<file path="src/rtl/uart_rx.sv">
// UART receiver: 2-FF synchronised rx line, mid-bit sampling, LSB-first data,
// one-cycle valid/error strobes. Framing errors are flagged and never delivered.
module uart_rx #(
  parameter int CLK_FREQ   = 10_000_000,
  parameter int BAUD_RATE  = 9600,
  parameter int DATA_WIDTH = 8
) (
  input  logic                  clk,
  input  logic                  rst,
  input  logic                  rx_serial,
  output logic [DATA_WIDTH-1:0] rx_data,
  output logic                  rx_valid,
  output logic                  rx_err,
  output logic                  rx_busy
);

  localparam int CLKS_PER_BIT = CLK_FREQ / BAUD_RATE;
  localparam int BIT_CLKS     = CLKS_PER_BIT + 1;
  localparam int HALF_CLKS    = BIT_CLKS / 2;

  localparam logic [11:0] BIT_LAST  = 12'(BIT_CLKS - 1);
  localparam logic [11:0] HALF_LAST = 12'(HALF_CLKS - 1);
  localparam logic [2:0]  IDX_LAST  = 3'(DATA_WIDTH - 1);

  localparam logic [1:0] S_IDLE  = 2'd0;
  localparam logic [1:0] S_START = 2'd1;
  localparam logic [1:0] S_DATA  = 2'd2;
  localparam logic [1:0] S_STOP  = 2'd3;

  logic                  sync1_q, rx_sync_q;
  logic [1:0]            prime_q;
  logic [1:0]            state_q, state_d;
  logic [11:0]           cnt_q, cnt_d;
  logic [2:0]            idx_q, idx_d;
  logic [DATA_WIDTH-1:0] shift_q, shift_d;
  logic [DATA_WIDTH-1:0] data_q, data_d;
  logic                  valid_q, valid_d;
  logic                  err_q, err_d;
  logic                  armed_q, armed_d;
  logic                  stop_err_q, stop_err_d;

  // prime_q keeps the reset value of the synchroniser from arming the receiver:
  // only once the real line has propagated through both stages may rx_sync arm it.
  always_ff @(posedge clk or negedge rst) begin
    if (!rst) begin
      sync1_q   <= 1'b1;
      rx_sync_q <= 1'b1;
      prime_q   <= 2'b00;
    end else begin
      sync1_q   <= rx_serial;
      rx_sync_q <= sync1_q;
      prime_q   <= {prime_q[0], 1'b1};
    end
  end

  always_comb begin
    state_d    = state_q;
    cnt_d      = cnt_q;
    idx_d      = idx_q;
    shift_d    = shift_q;
    data_d     = data_q;
    armed_d    = armed_q;
    stop_err_d = stop_err_q;
    valid_d    = 1'b0;
    err_d      = 1'b0;
    unique case (state_q)
      S_IDLE: begin
        cnt_d      = '0;
        stop_err_d = 1'b0;
        if (rx_sync_q && prime_q[1]) begin
          armed_d = 1'b1;
        end else if (!rx_sync_q && armed_q) begin
          state_d = S_START;
          armed_d = 1'b0;
        end
      end
      S_START: begin
        if (cnt_q == HALF_LAST) begin
          cnt_d = '0;
          idx_d = '0;
          state_d = rx_sync_q ? S_IDLE : S_DATA;
        end else begin
          cnt_d = cnt_q + 12'd1;
        end
      end
      S_DATA: begin
        if (cnt_q == BIT_LAST) begin
          cnt_d          = '0;
          shift_d[idx_q] = rx_sync_q;
          if (idx_q == IDX_LAST) state_d = S_STOP;
          else                   idx_d   = idx_q + 3'd1;
        end else begin
          cnt_d = cnt_q + 12'd1;
        end
      end
      S_STOP: begin
        // After a framing error the counter stays frozen until the line idles high.
        if (stop_err_q) begin
          if (rx_sync_q) begin
            state_d = S_IDLE;
            armed_d = 1'b1;
          end
        end else if (cnt_q == BIT_LAST) begin
          if (rx_sync_q) begin
            data_d  = shift_q;
            valid_d = 1'b1;
            state_d = S_IDLE;
            armed_d = 1'b1;
          end else begin
            err_d      = 1'b1;
            stop_err_d = 1'b1;
          end
        end else begin
          cnt_d = cnt_q + 12'd1;
        end
      end
      default: state_d = S_IDLE;
    endcase
  end

  always_ff @(posedge clk or negedge rst) begin
    if (!rst) begin
      state_q    <= S_IDLE;
      cnt_q      <= '0;
      idx_q      <= '0;
      shift_q    <= '0;
      data_q     <= '0;
      valid_q    <= 1'b0;
      err_q      <= 1'b0;
      armed_q    <= 1'b0;
      stop_err_q <= 1'b0;
    end else begin
      state_q    <= state_d;
      cnt_q      <= cnt_d;
      idx_q      <= idx_d;
      shift_q    <= shift_d;
      data_q     <= data_d;
      valid_q    <= valid_d;
      err_q      <= err_d;
      armed_q    <= armed_d;
      stop_err_q <= stop_err_d;
    end
  end

  assign rx_data  = data_q;
  assign rx_valid = valid_q;
  assign rx_err   = err_q;
  assign rx_busy  = (state_q != S_IDLE);

endmodule

</file>
<file path="config.mk">
export PLATFORM = sky130hd
export DESIGN_NAME = uart_rx
export DESIGN_NICKNAME = d
export VERILOG_FILES = /design/src/rtl/uart_rx.sv
export SDC_FILE = /design/constraint.sdc
export NUM_CORES = 1
export LEC_CHECK = 0
export BUFFER_PORTS_ARGS = -buffer_cell sky130_fd_sc_hd__buf_2
export CAP_MARGIN = 20
export CORE_UTILIZATION = 39
export CTS_CLUSTER_DIAMETER = 80
export DETAILED_ROUTE_END_ITERATION = 6
export SYNTH_ARGS = -nofsm -noshare
export SYNTH_HDL_FRONTEND = slang
export SYNTH_SLANG_ARGS = --single-unit
</file>
<file path="constraint.sdc">
create_clock -name clk -period 2.7 [get_ports clk]
set_input_delay 0.54 -clock clk [delete_from_list [all_inputs] [get_ports clk]]
set_output_delay 0.54 -clock clk [all_outputs]
set_load 0.01 [all_outputs]
</file>
# Yosys cells after proc, flatten, opt, wreduce, memory -nomap -nowiden
# Index checks and enable logic that the tools add are counted.
# word_totals
register_bits,41
latchBits,0
mem_bits_rw,0
mem_bits_ro,0
input_bits,3
memories,0
# op_classes
add_sub_neg,2
n_mul,0
div,0
magnitude_cmp,2
n_eq_ne,16
shifts,0
n_mux,38
n_bitwise,1
reduce_logical,14
# ops
operator,n
12-bit 2-to-1 mux,4
12-bit one-hot mux with 4 select lines,1
2-bit 2-to-1 mux,9
"2-bit != test, second input constant",8
1-bit 2-to-1 mux,15
"12-bit by 1-bit adder with 12-bit output, second input constant",1
"12-bit by 10-bit equality test with 1-bit output, second input constant",1
"12-bit by 11-bit equality test with 1-bit output, second input constant",1
3-bit 2-to-1 mux,3
8-bit bitwise mux,1
2-bit one-hot mux with 4 select lines,1
4-bit AND reduction,2
"3-bit != test, second input constant",2
3-bit one-hot mux with 2 select lines,1
6-bit AND reduction,1
2-bit nonzero test,3
"2-bit equality test, second input constant",2
"3-bit by 4-bit less-than comparator with 1-bit output, second input constant",1
1-bit one-hot mux with 2 select lines,2
2-bit AND reduction,2
"3-bit by 1-bit adder with 3-bit output, second input constant",1
1-bit demux with 3-bit select,1
"3-bit equality test, second input constant",1
"3-bit by 1-bit >= comparator with 1-bit output, second input constant",1
6 further kinds,8

# Logic depth before layout (Yosys ltp)
# Gate-level depths: netlist (run 1).
# logic_depth
ltp_word,5
depth_mapped,8
mapped_depth_nobuf,7

# Worst setup path before layout (run 1)
# OpenSTA, ideal clock, no wires.
# synth_path
path_kind,flip-flop to flip-flop
start,register state_q[0]
end,register idx_q[0]
setup_time_ns,0.125
arrival_time_ns,1.821
required_ns,2.575
path_slack_ns,0.754
stages_incl_launch_ff,8
path_buffers,0
period_less_slack_ns,1.946
cell_sequence,dfrtp_1 -> inv_1 -> ha_1 -> inv_1 -> nor2_1 -> a32oi_1 -> nor3_1 -> mux2_2
# synth_between
elab_chain_len,3
word_cells_on_any_way,8
classes_between,eq/ne (5); mux (1); reduce/logical (2)
# synth_rtl
element,line_no,text
start: declaration,32,"logic [1:0] state_q, state_d;"
start signal: assignment,133,state_q <= state_d;
2-bit equality test or 2-bit by 1-bit equality test with 1-bit output (tied branches),66,unique case (state_q)
2-bit != test (no source line) or 2-bit nonzero test (tied branches),n/a,
4-bit AND reduction (no source line),n/a,
end signal: assignment,135,idx_q <= idx_d;
end: declaration,34,"logic [2:0] idx_q, idx_d;"
# Parallel ways exist; a longest one is shown, timed or not.
# A chain may end at the register's enable or synchronous reset.

# Worst setup path after layout (run 1)
# Ends and elaborated chain as after synthesis.

==> impl_metrics.toml, run 1 <==
[yosys]
async_flop_share_pct = 100
synth_nets = 201
yosys.cell_types.count = 51
ys_ff_latch = 41
syn_avg_cell_area_um2 = 11.3
yosysWarnings = 0
syn_inst = 189
synthesis.area_um2 = 2130
synth_edf_count = 0
synth.yosys.seq_area_share_pct = 48.3
ys.flop_type = "dfrtp_1"

[route]
top_layer = "met4"
wl_per_cell_um = 14.1
wl_met3_um = 120
via_per_inst = 5.22
num_vias = 1429
wl_met2_mm = 1.73
final_antenna_net_count = 0
wl_met1_mm = 1.98
first_pass_iters = 4
drt-total-wl_mm = 3.87
drt_iter0_drc = 107
drc = 0

[placed_design]
dp_slack_ps = 432
port_buffers = 13
place.gp.congestion = 0.780
hpwlAfterDp_mm = 2.70

[global_routing]
grt_antenna_before_repair = 0
grt_overflow = 0
grt_max_degree = 42
grt.total_usage_pct = 15.2
grt_pass1_wl_mm = 6.51
grt_pass1_vias = 1354

[critical_path]
worst-r2r-cell-count = 7
critPathLaunch = "state_q[0]"
cp-end-kind = "flip-flop"
crit_fanout = 7
r2r_start = "state_q[0]"
cp.required_ps = 2880
worstPathArrival_ps = 2470
r2r_setup_slack_ps = 410
worstSetupEndpoint = "idx_q[0]"
worst_setup_path_start_kind = "flip-flop"
critPathKind = "reg -> reg"
r2r_end = "idx_q[0]"

[die]
core-area_um2 = 5170
boundaryPins = 14
core.rowCount = 26
die_area_um2 = 5760
initial_core_util_pct = 41.1
die_y_um = 75.9
die_w_um = 75.9

[power]
leakage_nw = 1.09
internal-power_w = 0.00117
power_frac_clock_pct = 29.5
p_sw_share_pct = 33.4
report.power.total_w = 0.00175
p_per_area_nw_per_um2 = 745
power_frac_seq_pct = 40.8
power_frac_comb_pct = 29.7
switching_power_w = 0.000585
vdd_drop_max_mv = 0.371

[clock_tree]
cts.sinks = 41
cts_setup_buffers = 0
cts_hold_buf = 0
clk-insertion-delay-late_ps = 290
cts_resized = 0
cts_root_buffer = "clkbuf_8"
clock_path_buffers = 2
cts_max_level = 2
cts_buffers = 5
clk_pin_slew_ps = 80
cts_tree = "built"

[sta]
max_freq_mhz = 437
fin_crit_ps = 2290
skew_ps = 2.93
hold_viol_final = 0
fin_crit_sh_pct = 84.8
tightestPinTransition_ps = 907
rsz0062_at_grt = "no"
setup_ws_ps = 410
maxSlewViolCount = 0
final.setup.tns_ps = 0
setup_viol = 0
slew_headroom_pct = 39.5

[cells_and_area]
num-fill-cells = 475
antenna_cells = 0
layout-drive-gt1-share_pct = 24.0
area_growth_pct = 10.5
final_cell_mix = "39 x dfrtp_1, 17 x nor2_1, 15 x nand2_1"
layout_commonest_cell = "dfrtp_1"
multi_input_area_um2 = 1010
fin_nets = 215
regArea_um2 = 1030

[run_status]
status = "finished clean"

[hold_path]
hp-class = "in -> reg"
whs_path_depth = 1

[run]
maxCapViolCount = 0
## synth_stat cells, types with 2 or more instances
master / number / area share [%]
xor2_1: 3 / 1.2
a31oi_1: 5 / 1.5
nor3_2: 2 / 0.94
clkbuf_1: 3 / 0.53
nand3_1: 5 / 1.2
o21ai_0: 9 / 2.1
a211oi_1: 3 / 1.1
a21oi_1: 5 / 1.2
dfstp_2: 2 / 2.5
dfrtp_1: 39 / 46
mux2i_1: 4 / 1.9
nand2_1: 15 / 2.6
and3_1: 3 / 0.88
mux2_2: 3 / 1.6
inv_1: 10 / 1.8
ha_1: 9 / 5.3
xnor2_1: 3 / 1.2
mux2_4: 8 / 5.6
o31ai_1: 7 / 2.5
nor3_1: 4 / 0.94
nor2_1: 17 / 3.0
## stage by stage
stage	hold slack (ps)	instance area [µm²]	util (%)	instances
after floorplan	244	2130	-	189
after global placement	333	2230	43.1	266
after detailed placement	341	2230	43.1	266
after CTS	328	2350	45.5	274
after global routing	323	2350	45.5	274
final	340	2350	45.5	274
## metal layers
layer / vias to the layer above / global-route usage [%]
met4: 0 / 6.17
met3: 5 / 3.31
met1: 695 / 20.8
li1: 706 / -
met2: 23 / 23.4
met5: - / 0
## layout make-up
cell class              instances  area share [%]
clock buffers                   6            3.51
clock inverters                 2            1.60
inverters                      11            1.76
multi-input cells             131            42.9
flip-flops and latches         41            43.7
well taps                      70            3.73
repair buffers                 13            2.77
## power by group through the flow
stage               Clock (W)  Combinational [W]  Sequential (W)
detailed placement          0           0.000509        0.000727
CTS                  0.000535           0.000515        0.000715
floorplan                   0           0.000393        0.000715
global route         0.000556           0.000574        0.000723
global placement            0           0.000509        0.000726
finish               0.000516           0.000521        0.000715
## worst min path at each step
| stage | slack (ps) | endpoint | startpoint |
|---|---|---|---|
| 2_1_floorplan | 240 | async pin | rst |
| 3_3_place_gp | 330 | prime_q[1] | prime_q[0] |
| 3_5_place_dp | 340 | prime_q[1] | prime_q[0] |
| 4_1_cts | 330 | sync1_q | rx_serial |
| 5_1_grt | 320 | sync1_q | rx_serial |
| 6_report | 340 | sync1_q | rx_serial |
## cell families (layout without fill, tap and decap cells)
| kind of cell | after synthesis | in the layout | synth area share, % |
|---|---|---|---|
| AND/OR/NAND/NOR | 60 | 60 | 16.6 |
| flip-flops | 41 | 41 | 48.3 |
| AO/OA/AOI/OAI | 40 | 40 | 13.7 |
| buffers and inverters | 17 | 32 | 4.29 |
| multiplexers | 15 | 15 | 9.11 |
| adder cells (fa/ha/maj) | 9 | 9 | 5.29 |
| XOR/XNOR | 6 | 6 | 2.47 |
| other | 1 | 1 | 0.176 |
## state kept, by name (all words and copies together), names as in the netlist, 2 cells and up, named ones only
name / count
prime_q: 2
rx_data: 8
idx_q: 3
cnt_q: 12
shift_q: 8
## worst max-delay path: stages, from the launching register on
cell	delay [ps]
dfrtp_1	400
inv_1	120
ha_1	380
inv_1	140
nor2_1	180
a32oi_1	120
nor3_1	440
mux2_2	400
No activity file was read; power rests on OpenSTA's default activity.
==> run 2, diff against run 1 <==
ABC_AREA = 1   (was default)
clock period = 2 ns   (was 2.7 ns; I/O delays follow)
==> run 2 against run 1 <==
Compared with the run above: register-to-register slack got worse by 150 ps; critical path depth decreased by 1; flip-flop and latch count unchanged; largest power group unchanged; cell count increased by 46%; largest cell class is now multi-input combinational cells; count of clock-buffer cells in the layout is 1 lower.
==> impl_metrics.toml, run 2 <==
[die]
core.rowCount = 28
die_area_um2 = 6430
boundaryPins = 14
initial_core_util_pct = 40.3
core-area_um2 = 5920
die_w_um = 80.2
die_y_um = 80.2

[cells_and_area]
largest_register_ffs = 12
area_growth_pct = 11.4
layout_commonest_cell = "nand2_1"
final_cell_mix = "62 x nand2_1, 45 x inv_1, 39 x dfrtp_1"
finish.instance_area_um2 = 2660
regMostFlops = "cnt_q"
num-fill-cells = 589
fin_nets = 335
antenna_cells = 0
layout-drive-gt1-share_pct = 15.4

[critical_path]
crit_fanout = 8
cp-end-kind = "flip-flop"
critPathKind = "reg -> reg"
worst_setup_path_start_kind = "flip-flop"
worstPathArrival_ps = 1920
cp.required_ps = 2180

[route]
drt_iter0_drc = 159
first_pass_iters = 5
num_vias = 1937
final_antenna_net_count = 0
drt-total-wl_mm = 4.76
wl_per_cell_um = 11.9
drc = 0
via_per_inst = 4.85

[clock_tree]
cts_root_buffer = "clkbuf_8"
cts_setup_buffers = 0
cts.sinks = 41
cts_tree = "built"
clk-insertion-delay-late_ps = 290
cts_hold_buf = 0
clk_pin_slew_ps = 90
cts_buffers = 5
cts_resized = 0
cts_max_level = 2
clock_path_buffers = 2

[sta]
fin_crit_ps = 1730
rsz0062_at_grt = "no"
setup_ws_ps = 265
maxSlewViolCount = 0
fin_crit_sh_pct = 86.7
tightestPinTransition_ps = 509
hold_viol_final = 0
slew_headroom_pct = 66.1
final.setup.tns_ps = 0
max_freq_mhz = 576
skew_ps = 4.83
hold_ws_ps = 158
setup_viol = 0

[yosys]
yosysWarnings = 0
ys.flop_type = "dfrtp_1"
synth.yosys.seq_area_share_pct = 43.1
syn_inst = 303
yosys.area.top_type = "dfrtp_1"
synth_nets = 315
async_flop_share_pct = 100
synth_common_cells = "62 x nand2_1, 45 x inv_1, 39 x dfrtp_1"
yosysTopAreaCellShare_pct = 40.9
synth.area.top_cells = "dfrtp_1 41%, nand2_1 9.8%, nand3_1 7.8%"
syn_avg_cell_area_um2 = 7.87
yosys.cell_types.count = 31
synth.most_common_cell = "nand2_1"
ys_ff_latch = 41
synth_edf_count = 0
synthesis.area_um2 = 2380

[power]
vdd_drop_max_mv = 0.349
leakage_nw = 1.46
p_per_area_nw_per_um2 = 876
report.power.total_w = 0.00233

[global_routing]
grt_max_degree = 42
grt_overflow = 0
grt.total_usage_pct = 16.6
grt_pass1_vias = 1823
grt_pass1_wl_mm = 8.28
grt_antenna_before_repair = 0

[run_status]
status = "finished clean"

[placed_design]
dp_slack_ps = 265
placed_area_um2 = 2540
port_buffers = 13
place.gp.congestion = 0.823
hpwlAfterDp_mm = 3.56

[hold_path]
hp-class = "in -> async"

[run]
maxCapViolCount = 0
run 2: cell types whose count changed in the layout (fill, tap and decap cells not counted), sizes merged, moves of 6 or more:
cell	change
mux2	-11
inv	+40
nand3	+32
nor2	+12
buf	+6
nand2	+53
o31ai	-7
o21ai	+19
run 2: metal layers:
layer	up-vias	global-route usage, %	routed length, µm
met1	885	23.9	2480
met5	-	0	0
met4	0	6.07	74
met3	7	2.05	134
met2	35	25.3	2070
li1	1010	-	-
run 2: critical path: stages, from the launching register on:
cell and delay, ps:
dfrtp_1 440, ha_1 300, inv_1 90, nor3_2 130, nand4_2 340, mux2i_1 270, inv_1 50
run 2: worst paths after layout:
kind / startpoint / to / slack, ps / depth (start not counted)
min: rst / rx_data[3] / 160 / 2
min in group clk: rx_serial / sync1_q / 200 / 1
max in group asynchronous: rst / rx_sync_q / 1470 / 2
min reg2reg: prime_q[0] / prime_q[1] / 360 / 0
max: state_q[0] / rx_data[4] / 270 / 6
max reg2reg: state_q[0] / rx_data[4] / 270 / 6
run 2: area by class of cell:
cell class	instances	area, µm²	share of cell area, %
well taps	75	93.8	3.53
multi-input cells	206	1120	42.2
repair buffers	19	110	4.15
clock inverters	3	46.3	1.74
clock buffers	5	68.8	2.59
inverters	50	188	7.07
flip-flops and latches	41	1030	38.7
run 2: metrics by stage:
stage                     util, %  std cells
after floorplan                 -        303
after global placement       42.9        391
after detailed placement     42.9        391
after CTS                    44.9        399
after global routing         44.9        399
final                        44.9        399
run 2: cells by family (layout without fill, tap and decap cells):
family	after synthesis	in the layout	share of synthesized area (%)
AOI/OAI and AO/OA	38	38	8.50
other	1	1	0.157
DFF	41	41	43.1
and+or+nand+nor	147	147	29.2
xor gates and xnor gates	3	3	1.10
adders and majority gates	9	9	4.72
muxes	8	8	3.36
buffers and inverters	56	77	9.82
run 2: power breakdown:
part	internal [W]	switching, W	total (W)
clock	0.000374	0.000302	0.000676
sequential	0.000891	0.0000761	0.000967
combinational	0.000237	0.000448	0.000684
